File: src/rtl/jk_ff_bank.sv
// jk_ff_bank: WIDTH independent flip-flops sharing clock, reset, enable and
// mode select. Each bit follows a JK, SR, D or T update rule, with a
// synchronous parallel load. The bank also reports a registered change mask,
// a sticky SR-conflict flag and a saturating count of edges on which q changed.
module jk_ff_bank #(
    parameter int unsigned           WIDTH     = 8,
    parameter logic [WIDTH-1:0]      RESET_VAL = '0,
    parameter int unsigned           CNT_W     = 16
) (
    input  logic             clk,
    input  logic             rst,
    input  logic             en,
    input  logic [1:0]       mode,
    input  logic [WIDTH-1:0] j,
    input  logic [WIDTH-1:0] k,
    input  logic             load,
    input  logic [WIDTH-1:0] load_data,
    input  logic             clr_err,
    output logic [WIDTH-1:0] q,
    output logic [WIDTH-1:0] qb,
    output logic [WIDTH-1:0] changed,
    output logic             sr_err,
    output logic [CNT_W-1:0] chg_cnt
);

    typedef enum logic [1:0] {
        MODE_JK = 2'b00,
        MODE_SR = 2'b01,
        MODE_D  = 2'b10,
        MODE_T  = 2'b11
    } mode_e;

    localparam logic [CNT_W-1:0] CNT_ONE = {{(CNT_W-1){1'b0}}, 1'b1};

    mode_e            mode_s;
    logic [WIDTH-1:0] q_q, q_d;
    logic [WIDTH-1:0] qb_q;
    logic [WIDTH-1:0] chg_q, chg_d;
    logic             sr_err_q, sr_err_d;
    logic             sr_set;
    logic [CNT_W-1:0] cnt_q, cnt_d;

    assign mode_s = mode_e'(mode);

    // Next-state selection: load beats enable-based update, otherwise hold.
    always_comb begin
        q_d    = q_q;
        sr_set = 1'b0;
        if (load) begin
            q_d = load_data;
        end else if (en) begin
            case (mode_s)
                MODE_JK: q_d = (j & ~q_q) | (~k & q_q);
                MODE_SR: begin
                    // S=R=1 holds the bit rather than forcing a value.
                    q_d    = (j & ~k) | (q_q & (j | ~k));
                    sr_set = |(j & k);
                end
                MODE_D:  q_d = j;
                MODE_T:  q_d = q_q ^ j;
                default: q_d = q_q;
            endcase
        end
    end

    // Change mask, saturating counter and sticky error (set beats clear).
    always_comb begin
        chg_d    = q_d ^ q_q;
        cnt_d    = cnt_q;
        if ((|chg_d) && (cnt_q != '1)) begin
            cnt_d = cnt_q + CNT_ONE;
        end
        sr_err_d = sr_err_q;
        if (sr_set) begin
            sr_err_d = 1'b1;
        end else if (clr_err) begin
            sr_err_d = 1'b0;
        end
    end

    // State registers; qb is loaded from ~q_d so it never lags q.
    always_ff @(posedge clk) begin
        if (rst) begin
            q_q      <= RESET_VAL;
            qb_q     <= ~RESET_VAL;
            chg_q    <= '0;
            sr_err_q <= 1'b0;
            cnt_q    <= '0;
        end else begin
            q_q      <= q_d;
            qb_q     <= ~q_d;
            chg_q    <= chg_d;
            sr_err_q <= sr_err_d;
            cnt_q    <= cnt_d;
        end
    end

    assign q       = q_q;
    assign qb      = qb_q;
    assign changed = chg_q;
    assign sr_err  = sr_err_q;
    assign chg_cnt = cnt_q;

endmodule

File: config.mk
export PLATFORM = sky130hd
export DESIGN_NAME = jk_ff_bank
export DESIGN_NICKNAME = d
export VERILOG_FILES = /design/src/rtl/jk_ff_bank.sv
export SDC_FILE = /design/constraint.sdc
export NUM_CORES = 1
export LEC_CHECK = 0
export BUFFER_PORTS_ARGS = -buffer_cell sky130_fd_sc_hd__buf_2
export CORE_MARGIN = 2
export CORE_UTILIZATION = 57
export DETAILED_ROUTE_END_ITERATION = 12
export GPL_ROUTABILITY_DRIVEN = 0
export GPL_TIMING_DRIVEN = 0
export MAX_ROUTING_LAYER = met4
export PLACE_DENSITY = 0.87
export RECOVER_POWER = 50
export SYNTH_ARGS = -nofsm -noshare
export SYNTH_HDL_FRONTEND = slang
export SYNTH_SLANG_ARGS = --single-unit
File: constraint.sdc
create_clock -name clk -period 3.8 [get_ports clk]
set_clock_uncertainty 0.05 [all_clocks]
set_input_delay 0.57 -clock clk [delete_from_list [all_inputs] [get_ports clk]]
set_output_delay 0.57 -clock clk [all_outputs]
set_load 0.02 [all_outputs]
Word-level counts from Yosys, hierarchy flattened. Index checks and enable logic that the tools add are counted.

Output and inout port bits: 41. Flip-flop bits (word level): 41.

Bitwise operators: 13. Reduce and logical (&&, ||, !) cells: 5. $add $sub $neg: 1. Muxes and demuxes: 8. Eq/ne operators: 4.

Operator list (count): AND 8 bit (5); one-hot mux 8 bit (4 select lines) (1); inverter 8 bit (3); bitwise OR 8 bit (3); adder 16 x 1 -> 16 bit, second input constant (1); two-way mux 8 bit (2); inequality test 16 bit, second input constant (1); OR reduction 8 bit (2); XOR 8 bit (2); two-way mux 1 bit (5); equality test 2 bit, second input constant (2); equality test 2 x 1 -> 1 bit, second input constant (1); logical NOT 2 bit (1); nonzero test 2 bit (1); logical AND 1 bit (1).

Logic depth before layout (Yosys ltp).
Depth after elaboration: 10. Depth in mapped cells: 11. Mapped depth without buffers: 7.

Least setup slack after synthesis. Ideal clock, no wire load.

Path type: input port to flip-flop. From: input port mode[0]. To: register cnt_q[7], in the netlist chg_cnt[7]. Data required time: 3629 ps. Library setup time: 121 ps. Path slack: 1356 ps. Arrival time: 2273 ps. Buffers on the path: 2. Cell stages on the path: 9. Path through: buf_6 > nor2b_1 > buf_6 > a2111oi_0 > a211oi_1 > o2111ai_2 > nor2_4 > nor4b_1 > mux2_2.

Word-level cells in the longest chain between the ends: 7.

Ends and longest elaborated chain: start: declaration (RTL line 13) `input logic [1:0] mode,`; equality test 2 bit (tied with other cells) (RTL line 52) `case (mode_s)`; one-hot mux 8 bit (4 select lines) * (RTL line 52); two-way mux 8 bit * (RTL line 51) `end else if (en) begin`; two-way mux 8 bit * (RTL line 49) `if (load) begin`; XOR 8 bit * (RTL line 68) `chg_d = q_d ^ q_q;`; OR reduction 8 bit * (RTL line 70) `if ((|chg_d) && (cnt_q != '1)) begin`; logical AND 1 bit * (RTL line 70); end signal: assignment (RTL line 94) `cnt_q <= cnt_d;`; end: declaration (RTL line 41) `logic [CNT_W-1:0] cnt_q, cnt_d;`.

Mark *: on every way between the ends. The rest lies on a longest branch, timed or not. A chain may end at the register's enable or synchronous reset.

Worst setup path in the final report.
From: input port load. To: register cnt_q[3], in the netlist chg_cnt[3].

Word-level cells in the longest chain between the ends: 4.

Ends and longest elaborated chain: start: declaration (RTL line 16) `input logic load,`; two-way mux 8 bit (RTL line 49); XOR 8 bit (RTL line 68); OR reduction 8 bit (RTL line 70); logical AND 1 bit (RTL line 70).

Every way passes these cells.

==> impl_metrics.csv <==
group,metric,value,unit
cts,cts_resized,0,
worst_setup_path,critical_path_arrival,2990,ps
synthesis,yosys.area.top_type,"dfxtp_1",
synthesis,synth_top_area_frac,0.317,
worst_setup_path,path_class,"in -> reg",
detailed_routing,vias,2898,
detailed_routing,drtPass1Iterations,6,
synthesis,synthFlopType,"dfxtp_1",
worst_setup_path,required,3950,ps
worst_setup_path,cp-end-kind,"register",
layout,area_growth,17.0,%
layout,layout_commonest_cell,"clkbuf_1",
power_and_ir_drop,cellPowerDensity,356,nW/µm²
synthesis,synth_edf_count,0,
detailed_routing,drc,0,
cts,clock_latency,300,ps
layout,n_antenna_cell,0,
cts,cts_tree,"done",
synthesis,ys_ff_latch,41,
layout,mostFrequentLayoutCells,"58 x clkbuf_1, 41 x dfxtp_1, 38 x nand2_1",
synthesis,syn_nets,369,
global_route,grt-ovfl-total,0,
cts,numCtsBuffers,5,
worst_setup_path,cp_common_cell,"buf_2",
global_route,grt_pass1_wl,11.6,mm
synthesis,synth_cell_type_count,54,
layout,design_area,3030,µm²
floorplan,num_rows,24,
floorplan,start_util,0.595,
cts,numClockSinks,41,
floorplan,die_x,71.4,µm
worst_setup_path,cp_slowest_cell,"a211oi_1",
synthesis,ys_warn_count,0,
sta,setup_viol,0,
min_path,hold_class,"reg -> reg",
worst_setup_path,cp_num_cells,11,
placement,dpl.hpwl,5.13,mm
placement,io_buffers,62,
power_and_ir_drop,leakagePower,1.14,nW
outcome,status,"finished, final reports clean",
floorplan,die_y,71.4,µm
global_route,grt_max_degree,13,
worst_setup_path,critPathMaxFanout,10,
global_route,antenna_found_initial,0,
worst_setup_path,endpoint,"chg_cnt[3]",
cts,cts_hold_buf,0,
power_and_ir_drop,irDropWorstVdd,0.000255,V
detailed_routing,wl_per_cell,16.1,µm
cts,cts.clk_slew.worst_paths,80,ps
cts,clock_path_buffers,2,
worst_setup_path,worst-path-buf-inv,5,
detailed_routing,drt_iter0_drc,283,
sta,setup_tns,0,ps
placement,postPlaceCellArea,2970,µm²
synthesis,synthArstFlopShare,0,
synthesis,ys_seq_area_frac,0.317,
sta,finalHoldViolCount,0,
cts,cts_setup_buffers,0,
floorplan,num_io_pins,72,
worst_setup_path,rrSetupSlack,1320,ps
worst_setup_path,ff2ff_path_depth,7,
cts,htree_num_levels,2,
job,cap_violations,0,
sta,finalMaxSlewViolations,0,
layout,num-nets-final,438,
synthesis,synthTopCellsByArea,"dfxtp_1 32%, nand2_1 5.5%, nor2_1 4.3%, a21oi_1 4.2%, o22ai_1 3.4%",
global_route,track_usage,0.294,
detailed_routing,viasPerCell,6.31,
sta,fin_crit,2850,ps
layout,drive_gt1_frac,0.128,
worst_setup_path,startpoint_type,"input port",
synthesis,synth_area,2590,µm²
sta,fin_crit_sh,0.749,
worst_setup_path,critPathLaunch,"load",
synthesis,syn_area_per_cell,7.69,µm²
sta,rsz0062_at_grt,"false",
sta,slew_headroom,0.573,
floorplan,die_area,5100,µm²
floorplan,core,4350,µm²
worst_setup_path,rr_startpoint,"chg_cnt[6]",
detailed_routing,antenna_left,0,
power_and_ir_drop,power,0.00108,W
synthesis,syn-instance-count,337,
cts,root_buffer,"clkbuf_8",
worst_setup_path,crit_chain,"buf_2 -> buf_2 -> inv_1 -> buf_2 -> nor2_1 -> a211oi_1 -> o2111ai_2 -> nor2_4 -> buf_6 -> nor3b_2 -> mux2_4",
global_route,grt_pass1_vias,2511,
detailed_routing,drt-total-wl,7.37,mm
sta,worstMarginPinSlew,641,ps
worst_setup_path,crit_family,"buffers and inverters",
worst_setup_path,slowest_delay,480,ps
worst_setup_path,crit-reg2reg-capture,"chg_cnt[13]",
sta,clock.fmax,351,MHz
[report_power, final]
part | leakage [nW] | switching [W] | internal (W)
Clock | 0.0585 | 0.000158 | 0.000214
Sequential | 0.336 | 0.0000191 | 0.000452
Combinational | 0.748 | 0.000152 | 0.0000861
[through the flow]
stage	utilization	std cells	setup WS [ps]	hold slack [ps]
finish	0.697	459	953	477
global route	0.697	459	906	499
CTS	0.708	459	1050	473
detailed placement	0.681	451	740	453
global placement	0.681	451	763	426
floorplan	-	337	1360	524
[how the worst min path moves through the flow]
stage	from	endpoint	slack, ps	cells after the start
finish	chg_cnt[0]	chg_cnt[0]	480	2
global route	chg_cnt[4]	chg_cnt[4]	500	2
CTS	chg_cnt[1]	chg_cnt[1]	470	2
detailed placement	sr_err	sr_err	450	2
global placement	sr_err	sr_err	430	2
floorplan	chg_cnt[15]	chg_cnt[15]	520	2
[synth_stat cells, types with 2 or more instances]
cell type,instances
nand4_1,2
or3_1,4
nor4_1,6
inv_1,22
dfxtp_1,41
o22a_1,6
a221oi_1,8
xor2_1,8
a211oi_1,7
buf_6,4
nand2_1,38
or4_1,3
a22oi_1,10
a21oi_1,22
o41ai_1,2
a2111oi_0,7
nor2b_1,10
o22ai_1,14
and3_1,3
mux2_2,5
xnor2_1,6
o21ai_0,11
clkbuf_1,17
nor3_1,3
o21ai_1,5
nand3_1,5
nor2_1,30
buf_2,5
nand2b_1,2
a21o_1,7
[sequential cells by signal (all words and copies together), names as in the netlist]
signal   count
changed      8
sr_err       1
qb           8
chg_cnt     16
q            8
[cell families after synthesis]
logic type                 count (synthesis)  synth area share
xor gates and xnor gates                  14            0.0473
AOI/OAI and AO/OA                        111             0.297
muxes                                      6            0.0275
adders and majority gates                  1           0.00483
buffers and inverters                     50            0.0879
and+or+nand+nor                          114             0.218
DFF                                       41             0.317
[tightest hold or removal path: cells and delay by family (launching register included)]
family | cells | cell delay [ps]
compound gates | 2 | 140
flops | 1 | 350
[area by class of cell]
| cell class | instances | area [µm²] |
|---|---|---|
| plain buffers | 28 | 145 |
| clock buffers | 7 | 86.3 |
| clock inverters | 1 | 30.0 |
| fillers | 384 | 1320 |
| inverters | 22 | 82.6 |
| multi-input cells | 246 | 1540 |
| flip-flops and latches | 41 | 821 |
| well taps | 52 | 65.1 |
| repair buffers | 62 | 260 |
[layer usage]
layer / share of wire / GRT usage / vias up
met1: 0.41 / 0.391 / 1350
met2: 0.47 / 0.454 / 167
met3: 0.11 / 0.0563 / 13
li1: - / - / 1368
met5: 0 / - / -
met4: 0.014 / 0.0922 / 0
Power figures use the tool's default switching activity.
